===== src/rtl/seg7_pkg.sv =====
// Shared 7-segment definitions: segment patterns, special codes, scan-slot helpers.
// Latency: n/a (constants and pure functions only).
// Backpressure: n/a.
package seg7_pkg;

    // Segment patterns, bit order {a,b,c,d,e,f,g}, active-high.
    localparam logic [6:0] SEG_0     = 7'h7E;
    localparam logic [6:0] SEG_1     = 7'h30;
    localparam logic [6:0] SEG_2     = 7'h6D;
    localparam logic [6:0] SEG_3     = 7'h79;
    localparam logic [6:0] SEG_4     = 7'h33;
    localparam logic [6:0] SEG_5     = 7'h5B;
    localparam logic [6:0] SEG_6     = 7'h5F;
    localparam logic [6:0] SEG_7     = 7'h70;
    localparam logic [6:0] SEG_8     = 7'h7F;
    localparam logic [6:0] SEG_9     = 7'h7B;
    localparam logic [6:0] SEG_BLANK = 7'h00;

    localparam logic [3:0] BLANK_CODE = 4'hF;
    localparam logic [3:0] ERR_CODE   = 4'hE;

    localparam int NUM_DIGITS = 6;

    // One sampled snapshot of the scan bus.
    typedef struct packed {
        logic [7:0] com;
        logic [6:0] seg;
        logic       dot;
    } scan_t;

    // Decoded pattern.
    typedef struct packed {
        logic [3:0] code;
        logic       is_blank;
        logic       is_err;
    } dec_t;

    // A scan slot is live when the unused selects are high and exactly one digit select is low.
    function automatic logic slot_valid(input logic [7:0] com);
        int n_low;
        n_low = 0;
        for (int i = 0; i < NUM_DIGITS; i++) begin
            if (!com[i]) n_low = n_low + 1;
        end
        return (com[7:6] == 2'b11) && (n_low == 1);
    endfunction

    // Index of the low select bit; only meaningful when slot_valid() holds.
    function automatic logic [2:0] slot_index(input logic [7:0] com);
        logic [2:0] idx;
        idx = 3'd0;
        for (int i = 0; i < NUM_DIGITS; i++) begin
            if (!com[i]) idx = 3'(i);
        end
        return idx;
    endfunction

endpackage


===== src/rtl/seg7_decode.sv =====
// Combinational 7-segment pattern to BCD decoder with blank / invalid flags.
// Latency: 0 cycles (pure combinational).
// Backpressure: none.
//   seg in  [6:0] : segment pattern {a..g}
//   dec out dec_t : {code, is_blank, is_err}
module seg7_decode
    import seg7_pkg::*;
(
    input  logic [6:0] seg,
    output dec_t       dec
);

    always_comb begin
        dec = '{code: ERR_CODE, is_blank: 1'b0, is_err: 1'b1};
        case (seg)
            SEG_0:     dec = '{code: 4'd0, is_blank: 1'b0, is_err: 1'b0};
            SEG_1:     dec = '{code: 4'd1, is_blank: 1'b0, is_err: 1'b0};
            SEG_2:     dec = '{code: 4'd2, is_blank: 1'b0, is_err: 1'b0};
            SEG_3:     dec = '{code: 4'd3, is_blank: 1'b0, is_err: 1'b0};
            SEG_4:     dec = '{code: 4'd4, is_blank: 1'b0, is_err: 1'b0};
            SEG_5:     dec = '{code: 4'd5, is_blank: 1'b0, is_err: 1'b0};
            SEG_6:     dec = '{code: 4'd6, is_blank: 1'b0, is_err: 1'b0};
            SEG_7:     dec = '{code: 4'd7, is_blank: 1'b0, is_err: 1'b0};
            SEG_8:     dec = '{code: 4'd8, is_blank: 1'b0, is_err: 1'b0};
            SEG_9:     dec = '{code: 4'd9, is_blank: 1'b0, is_err: 1'b0};
            SEG_BLANK: dec = '{code: BLANK_CODE, is_blank: 1'b1, is_err: 1'b0};
            default:   dec = '{code: ERR_CODE, is_blank: 1'b0, is_err: 1'b1};
        endcase
    end

endmodule


===== src/rtl/seg_scan_decoder.sv =====
// Scan-bus monitor: syncs com/seg/seg_dot, accepts settled slots, rebuilds HH:MM:SS frames.
// Latency: input change -> accept 2+SETTLE cycles; accept -> frame_valid 1 cycle.
// Backpressure: none; frames are strobed, outputs hold until the next complete frame.
//   clock, reset(active-low async) | com[7:0], seg[6:0], seg_dot, clr_err in
//   digits[23:0], blank_mask[5:0], dot_mask[5:0], frame_valid, decode_err, display_lost out
module seg_scan_decoder
    import seg7_pkg::*;
#(
    parameter int SETTLE  = 4,
    parameter int TIMEOUT = 200000
) (
    input  logic        clock,
    input  logic        reset,
    input  logic [7:0]  com,
    input  logic [6:0]  seg,
    input  logic        seg_dot,
    input  logic        clr_err,
    output logic [23:0] digits,
    output logic [5:0]  blank_mask,
    output logic [5:0]  dot_mask,
    output logic        frame_valid,
    output logic        decode_err,
    output logic        display_lost
);

    localparam int SW = $clog2(SETTLE + 1);
    localparam int TW = $clog2(TIMEOUT + 1);
    localparam logic [SW-1:0] SETTLE_C  = SW'(SETTLE);
    localparam logic [SW-1:0] SETTLE_M1 = SW'(SETTLE - 1);
    localparam logic [TW-1:0] TIMEOUT_C = TW'(TIMEOUT);

    scan_t           sync1_q, sync1_d, sync2_q, sync2_d, prev_q, prev_d;
    logic [SW-1:0]   settle_q, settle_d;
    logic [TW-1:0]   to_q, to_d;
    logic [5:0][3:0] stage_dig_q, stage_dig_d;
    logic [5:0]      stage_blank_q, stage_blank_d;
    logic [5:0]      stage_dot_q, stage_dot_d;
    logic [5:0]      mask_q, mask_d;
    logic [5:0][3:0] digits_q, digits_d;
    logic [5:0]      blank_mask_q, blank_mask_d;
    logic [5:0]      dot_mask_q, dot_mask_d;
    logic            frame_valid_q, frame_valid_d;
    logic            decode_err_q, decode_err_d;
    logic            display_lost_q, display_lost_d;

    logic            cur_valid, changed, accept;
    logic [2:0]      slot;
    dec_t            dec;

    seg7_decode u_dec (
        .seg (sync2_q.seg),
        .dec (dec)
    );

    always_comb begin
        sync1_d        = '{com: com, seg: seg, dot: seg_dot};
        sync2_d        = sync1_q;
        prev_d         = sync2_q;
        settle_d       = settle_q;
        to_d           = to_q;
        stage_dig_d    = stage_dig_q;
        stage_blank_d  = stage_blank_q;
        stage_dot_d    = stage_dot_q;
        mask_d         = mask_q;
        digits_d       = digits_q;
        blank_mask_d   = blank_mask_q;
        dot_mask_d     = dot_mask_q;
        frame_valid_d  = 1'b0;
        display_lost_d = display_lost_q;
        accept         = 1'b0;

        cur_valid = slot_valid(sync2_q.com);
        slot      = slot_index(sync2_q.com);
        changed   = (sync2_q != prev_q);

        // Stability counter saturates at SETTLE so a held slot fires exactly once.
        if (!cur_valid) begin
            settle_d = '0;
        end else if (changed) begin
            settle_d = SW'(1);
            accept   = (SETTLE == 1);
        end else if (settle_q < SETTLE_C) begin
            settle_d = settle_q + 1'b1;
            accept   = (settle_q == SETTLE_M1);
        end

        if (accept) begin
            stage_dig_d[slot]   = dec.code;
            stage_blank_d[slot] = dec.is_blank;
            stage_dot_d[slot]   = sync2_q.dot;
            mask_d[slot]        = 1'b1;
            to_d                = '0;
            display_lost_d      = 1'b0;
        end else if (to_q != TIMEOUT_C) begin
            to_d = to_q + 1'b1;
        end

        // A stale partial frame is discarded once the display is declared lost.
        if (!accept && (to_d == TIMEOUT_C)) begin
            mask_d         = '0;
            display_lost_d = 1'b1;
        end

        // Publish straight from next-state staging so the completing digit is included.
        if (accept && (mask_d == 6'h3F)) begin
            frame_valid_d = 1'b1;
            digits_d      = stage_dig_d;
            blank_mask_d  = stage_blank_d;
            dot_mask_d    = stage_dot_d;
            mask_d        = '0;
        end

        // Set wins over a coincident clear.
        decode_err_d = (accept && dec.is_err) || (decode_err_q && !clr_err);
    end

    always_ff @(posedge clock or negedge reset) begin
        if (!reset) begin
            sync1_q        <= '0;
            sync2_q        <= '0;
            prev_q         <= '0;
            settle_q       <= '0;
            to_q           <= '0;
            stage_dig_q    <= '0;
            stage_blank_q  <= '0;
            stage_dot_q    <= '0;
            mask_q         <= '0;
            digits_q       <= '0;
            blank_mask_q   <= '0;
            dot_mask_q     <= '0;
            frame_valid_q  <= 1'b0;
            decode_err_q   <= 1'b0;
            display_lost_q <= 1'b0;
        end else begin
            sync1_q        <= sync1_d;
            sync2_q        <= sync2_d;
            prev_q         <= prev_d;
            settle_q       <= settle_d;
            to_q           <= to_d;
            stage_dig_q    <= stage_dig_d;
            stage_blank_q  <= stage_blank_d;
            stage_dot_q    <= stage_dot_d;
            mask_q         <= mask_d;
            digits_q       <= digits_d;
            blank_mask_q   <= blank_mask_d;
            dot_mask_q     <= dot_mask_d;
            frame_valid_q  <= frame_valid_d;
            decode_err_q   <= decode_err_d;
            display_lost_q <= display_lost_d;
        end
    end

    assign digits       = digits_q;
    assign blank_mask   = blank_mask_q;
    assign dot_mask     = dot_mask_q;
    assign frame_valid  = frame_valid_q;
    assign decode_err   = decode_err_q;
    assign display_lost = display_lost_q;

endmodule


===== config.mk =====
export PLATFORM = sky130hd
export DESIGN_NAME = seg_scan_decoder
export DESIGN_NICKNAME = d
export VERILOG_FILES = /design/src/rtl/seg7_pkg.sv /design/src/rtl/seg7_decode.sv /design/src/rtl/seg_scan_decoder.sv
export SDC_FILE = /design/constraint.sdc
export NUM_CORES = 1
export LEC_CHECK = 0
export ABC_AREA = 1
export BUFFER_PORTS_ARGS = -buffer_cell sky130_fd_sc_hd__buf_2
export CORE_ASPECT_RATIO = 1.2
export CORE_MARGIN = 8
export CORE_UTILIZATION = 50
export DETAILED_ROUTE_END_ITERATION = 10
export PLACE_DENSITY = 0.8
export SLEW_MARGIN = 30
export SYNTH_ARGS = -nofsm -noshare
export SYNTH_HDL_FRONTEND = slang
export SYNTH_SLANG_ARGS = --single-unit

===== constraint.sdc =====
create_clock -name clock -period 11.9 [get_ports clock]
set_input_delay 1.19 -clock clock [delete_from_list [all_inputs] [get_ports clock]]
set_output_delay 1.19 -clock clock [all_outputs]
set_load 0.005 [all_outputs]

==> results.py <==
metrics = {
    "place": {
        "io_buffers": 57,
        "gp_congestion": 0.872,
        "dp_hpwl_mm": 9.12,
    },
    "cts": {
        "cts.sinks": 150,
        "root_buffer": "clkbuf_16",
        "cts_max_level": 4,
        "cts_tree": "built",
        "hold_buffers": 0,
        "clk_pin_slew_ns": 0.06,
        "cts_resized": 0,
        "insertion_delay_ns": 0.42,
        "cts_setup_buffers": 0,
        "cts-buffers-inserted": 17,
        "clockBufferDepth": 2,
    },
    "logic_synthesis": {
        "async_reset_ff_frac": 1.00,
        "yosys.area.top_type_share": 0.575,
        "synth_compound_area_frac": 0.0454,
        "avgSynthCellArea_um2": 8.59,
        "yosysMostFrequentCell": "nand2_1",
        "synthXorXnorAreaFrac": 0.0215,
        "syn_area_um2": 6530,
        "synth_common_cells": "289 x nand2_1, 150 x dfrtp_1, 92 x inv_1",
        "synth-edff-count": 0,
        "synth_fa_ha_area_frac": 0.0173,
        "synth_seq_area_share": 0.575,
        "synth_top_family_by_area": "simple AND/OR/NAND/NOR gates",
        "synthCells": 760,
        "synth.area.top_cells": "dfrtp_1 58%, nand2_1 17%, inv_1 5.3%",
        "mappedNetlistNets": 788,
        "synth_warnings": 0,
        "synth_top_area_cell": "dfrtp_1",
        "synthMuxAreaShare": 0,
        "ys.flop_type": "dfrtp_1",
        "synth-simple-area-share": 0.264,
        "synth_cell_types": 34,
        "ys_seq_elements": 150,
    },
    "pwr": {
        "peakVddDrop_uv": 111,
        "seqPwrFrac": 0.464,
        "comb_power_share": 0.039,
        "p_leak_nw": 4.20,
        "power.internal_uw": 888,
        "sw_frac_of_total": 0.216,
        "p_clk_frac": 0.497,
        "cellPowerDensity_nw_per_um2": 150,
        "netSwitchingPower_uw": 244,
    },
    "layout": {
        "multi_input_area_um2": 2280,
        "drive_above_1_share": 0.139,
        "fillers": 1022,
        "register_area_um2": 3750,
        "syn2layout_area_growth_pct": 15.6,
        "layout.nets": 848,
        "diodes": 0,
    },
    "hold_path": {
        "min_path_cells": 0,
        "hold_path_class": "reg2reg",
        "hold_start": "sync1_q[10]",
        "hold-path-endpoint": "prev_d[10]",
    },
    "worst_setup_path": {
        "slowest_stage": "nand3_2",
        "max_stage_delay_ns": 0.46,
        "r2r_slack_ns": 6.96,
        "setup.worst_path.start_class": "register",
        "worstSetupPathType": "reg2reg",
        "cp_common_cell": "nand2_1",
        "r2r-end": "digits[1]",
        "cp_max_fo": 37,
        "worstPathArrival_ns": 5.29,
        "endpoint_kind": "register",
        "cp.required_ns": 12.25,
        "reg2reg_depth": 29,
        "regToRegStartpoint": "prev_d[9]",
    },
    "route": {
        "met2WireLength_mm": 6.94,
        "drt_wl_total_mm": 13.8,
        "dr.pass1.iters": 5,
        "post_drt_wl_per_cell_um": 13.8,
        "highest_layer": "met4",
        "ant_nets": 0,
        "vias_per_cell": 5.06,
        "drc_errors": 0,
        "wl_met1_mm": 5.96,
        "drtIter0Drc": 292,
        "met3WireLength_um": 597,
        "via_count": 5043,
    },
    "global_routing": {
        "grt_max_degree": 82,
        "grt-ovfl-total": 0,
        "grt_pass1_vias": 4909,
        "grt_pass1_wl_mm": 23.0,
        "gr-usage-all-layers": 0.168,
        "antenna_found_initial": 0,
    },
    "timing": {
        "tightestPinTransition_ns": 0.689,
        "finClkSkew_ns": 0.00723,
        "rsz0062_at_grt": "no",
        "period_share": 0.415,
        "setup_viol": 0,
        "clock.fmax_mhz": 203,
        "period_minus_slack_ns": 4.94,
        "relSlewSlack": 0.541,
        "setup-tns-final_ns": 0,
        "hold_viol": 0,
        "hold_slack_ns": 0.342,
        "slew_violations": 0,
    },
    "die": {
        "die_w_um": 120,
        "die_area_um2": 17000,
        "initial_core_util": 0.513,
        "die_y_um": 141,
        "core_um2": 12700,
        "ios": 58,
        "std_cell_rows": 45,
    },
    "flow_run": {
        "maxCapViolCount": 0,
    },
    "status": {
        "status": "completed",
    },
}
[stage by stage]
step / instances / setup slack [ns] / instance area [µm²] / total power, mW / util
finish: 996 / 6.96 / 7550 / 1.13 / 0.593
global route: 996 / 6.51 / 7550 / 1.16 / 0.593
CTS: 996 / 6.98 / 7540 / 1.14 / 0.593
detailed placement: 965 / 7.09 / 6920 / 0.579 / 0.544
global placement: 965 / 7.27 / 6920 / 0.578 / 0.543
floorplan: 760 / 8.01 / 6530 / 0.559 / -
[critical path: cells and delay by family, from the launching register on]
kind | cells | cell delay, ns
compound gates | 1 | 0.38
flops | 1 | 0.42
fa+ha+maj | 4 | 1.05
buf+inv | 4 | 0.26
simple gates | 20 | 2.73
[power by group through the flow]
stage / sequential [mW] / clock, mW / combinational [mW]
global placement: 0.534 / 0 / 0.0436
CTS: 0.525 / 0.567 / 0.0450
finish: 0.525 / 0.562 / 0.0443
global route: 0.526 / 0.585 / 0.0523
detailed placement: 0.535 / 0 / 0.0448
floorplan: 0.532 / 0 / 0.0265
[cells by family (layout without fill, tap and decap cells)]
kind of cell,count (synthesis),in the layout
AO/OA/AOI/OAI,55,55
AND/OR/NAND/NOR,411,411
adder cells (fa/ha/maj),9,9
XOR/XNOR,16,16
buffers and inverters,119,191
flip-flops,150,150
[cells in the final DEF, fill, tap and decap left out, drive strengths merged]
cell type and count:
nor3b 3, and2 1, o21ai 46, clkinv 5, xnor2 4, nor4 3, clkinvlp 3, nand2 293
o221ai 1, a21oi 4, bufinv 4, nor2 48, nor3 16, a41oi 1, nand3b 1, clkbuf 19
inv 101, nand3 30, dfrtp 150, or2 4, nand4 12, a31oi 1, ha 9, o21bai 2
xor2 12, buf 59
[worst max path at each step]
stage                   start         end  slack (ns)  cells past startpoint
detailed placement  prev_d[9]   mask_q[1]        7.09                     30
finish              prev_d[9]   digits[1]        6.96                     29
global route        prev_d[9]   mask_q[0]        6.51                     30
CTS                 prev_d[9]   digits[1]        6.98                     29
global placement    prev_d[9]   mask_q[4]        7.27                     29
floorplan           prev_d[9]  digits[10]        8.01                     30
[final cells by class]
cell class              instances  share of cell area
multi-input cells             491               0.302
clock inverters                12              0.0237
well taps                     164              0.0272
repair buffers                 59              0.0411
flip-flops and latches        150               0.497
clock buffers                  19              0.0587
inverters                     101              0.0502
[registers in the layout, indices dropped and copies added (netlist names)]
register,flops
to_q,18
stage_dig_q,24
stage_dot_q,6
frame_valid,1
settle_q,3
decode_err,1
mask_q,6
digits,24
blank_mask,6
prev_q,16
prev_d,16
sync1_q,16
stage_blank_q,6
dot_mask,6
display_lost,1
[per-layer routing]
metal  vias to the layer above  global-route usage
li1                       2465                   -
met1                      2422               0.204
met2                       129               0.281
met3                        27              0.0360
met4                         0              0.0764
met5                         -                   0
Note: power is estimated with default switching activity, not from simulation.
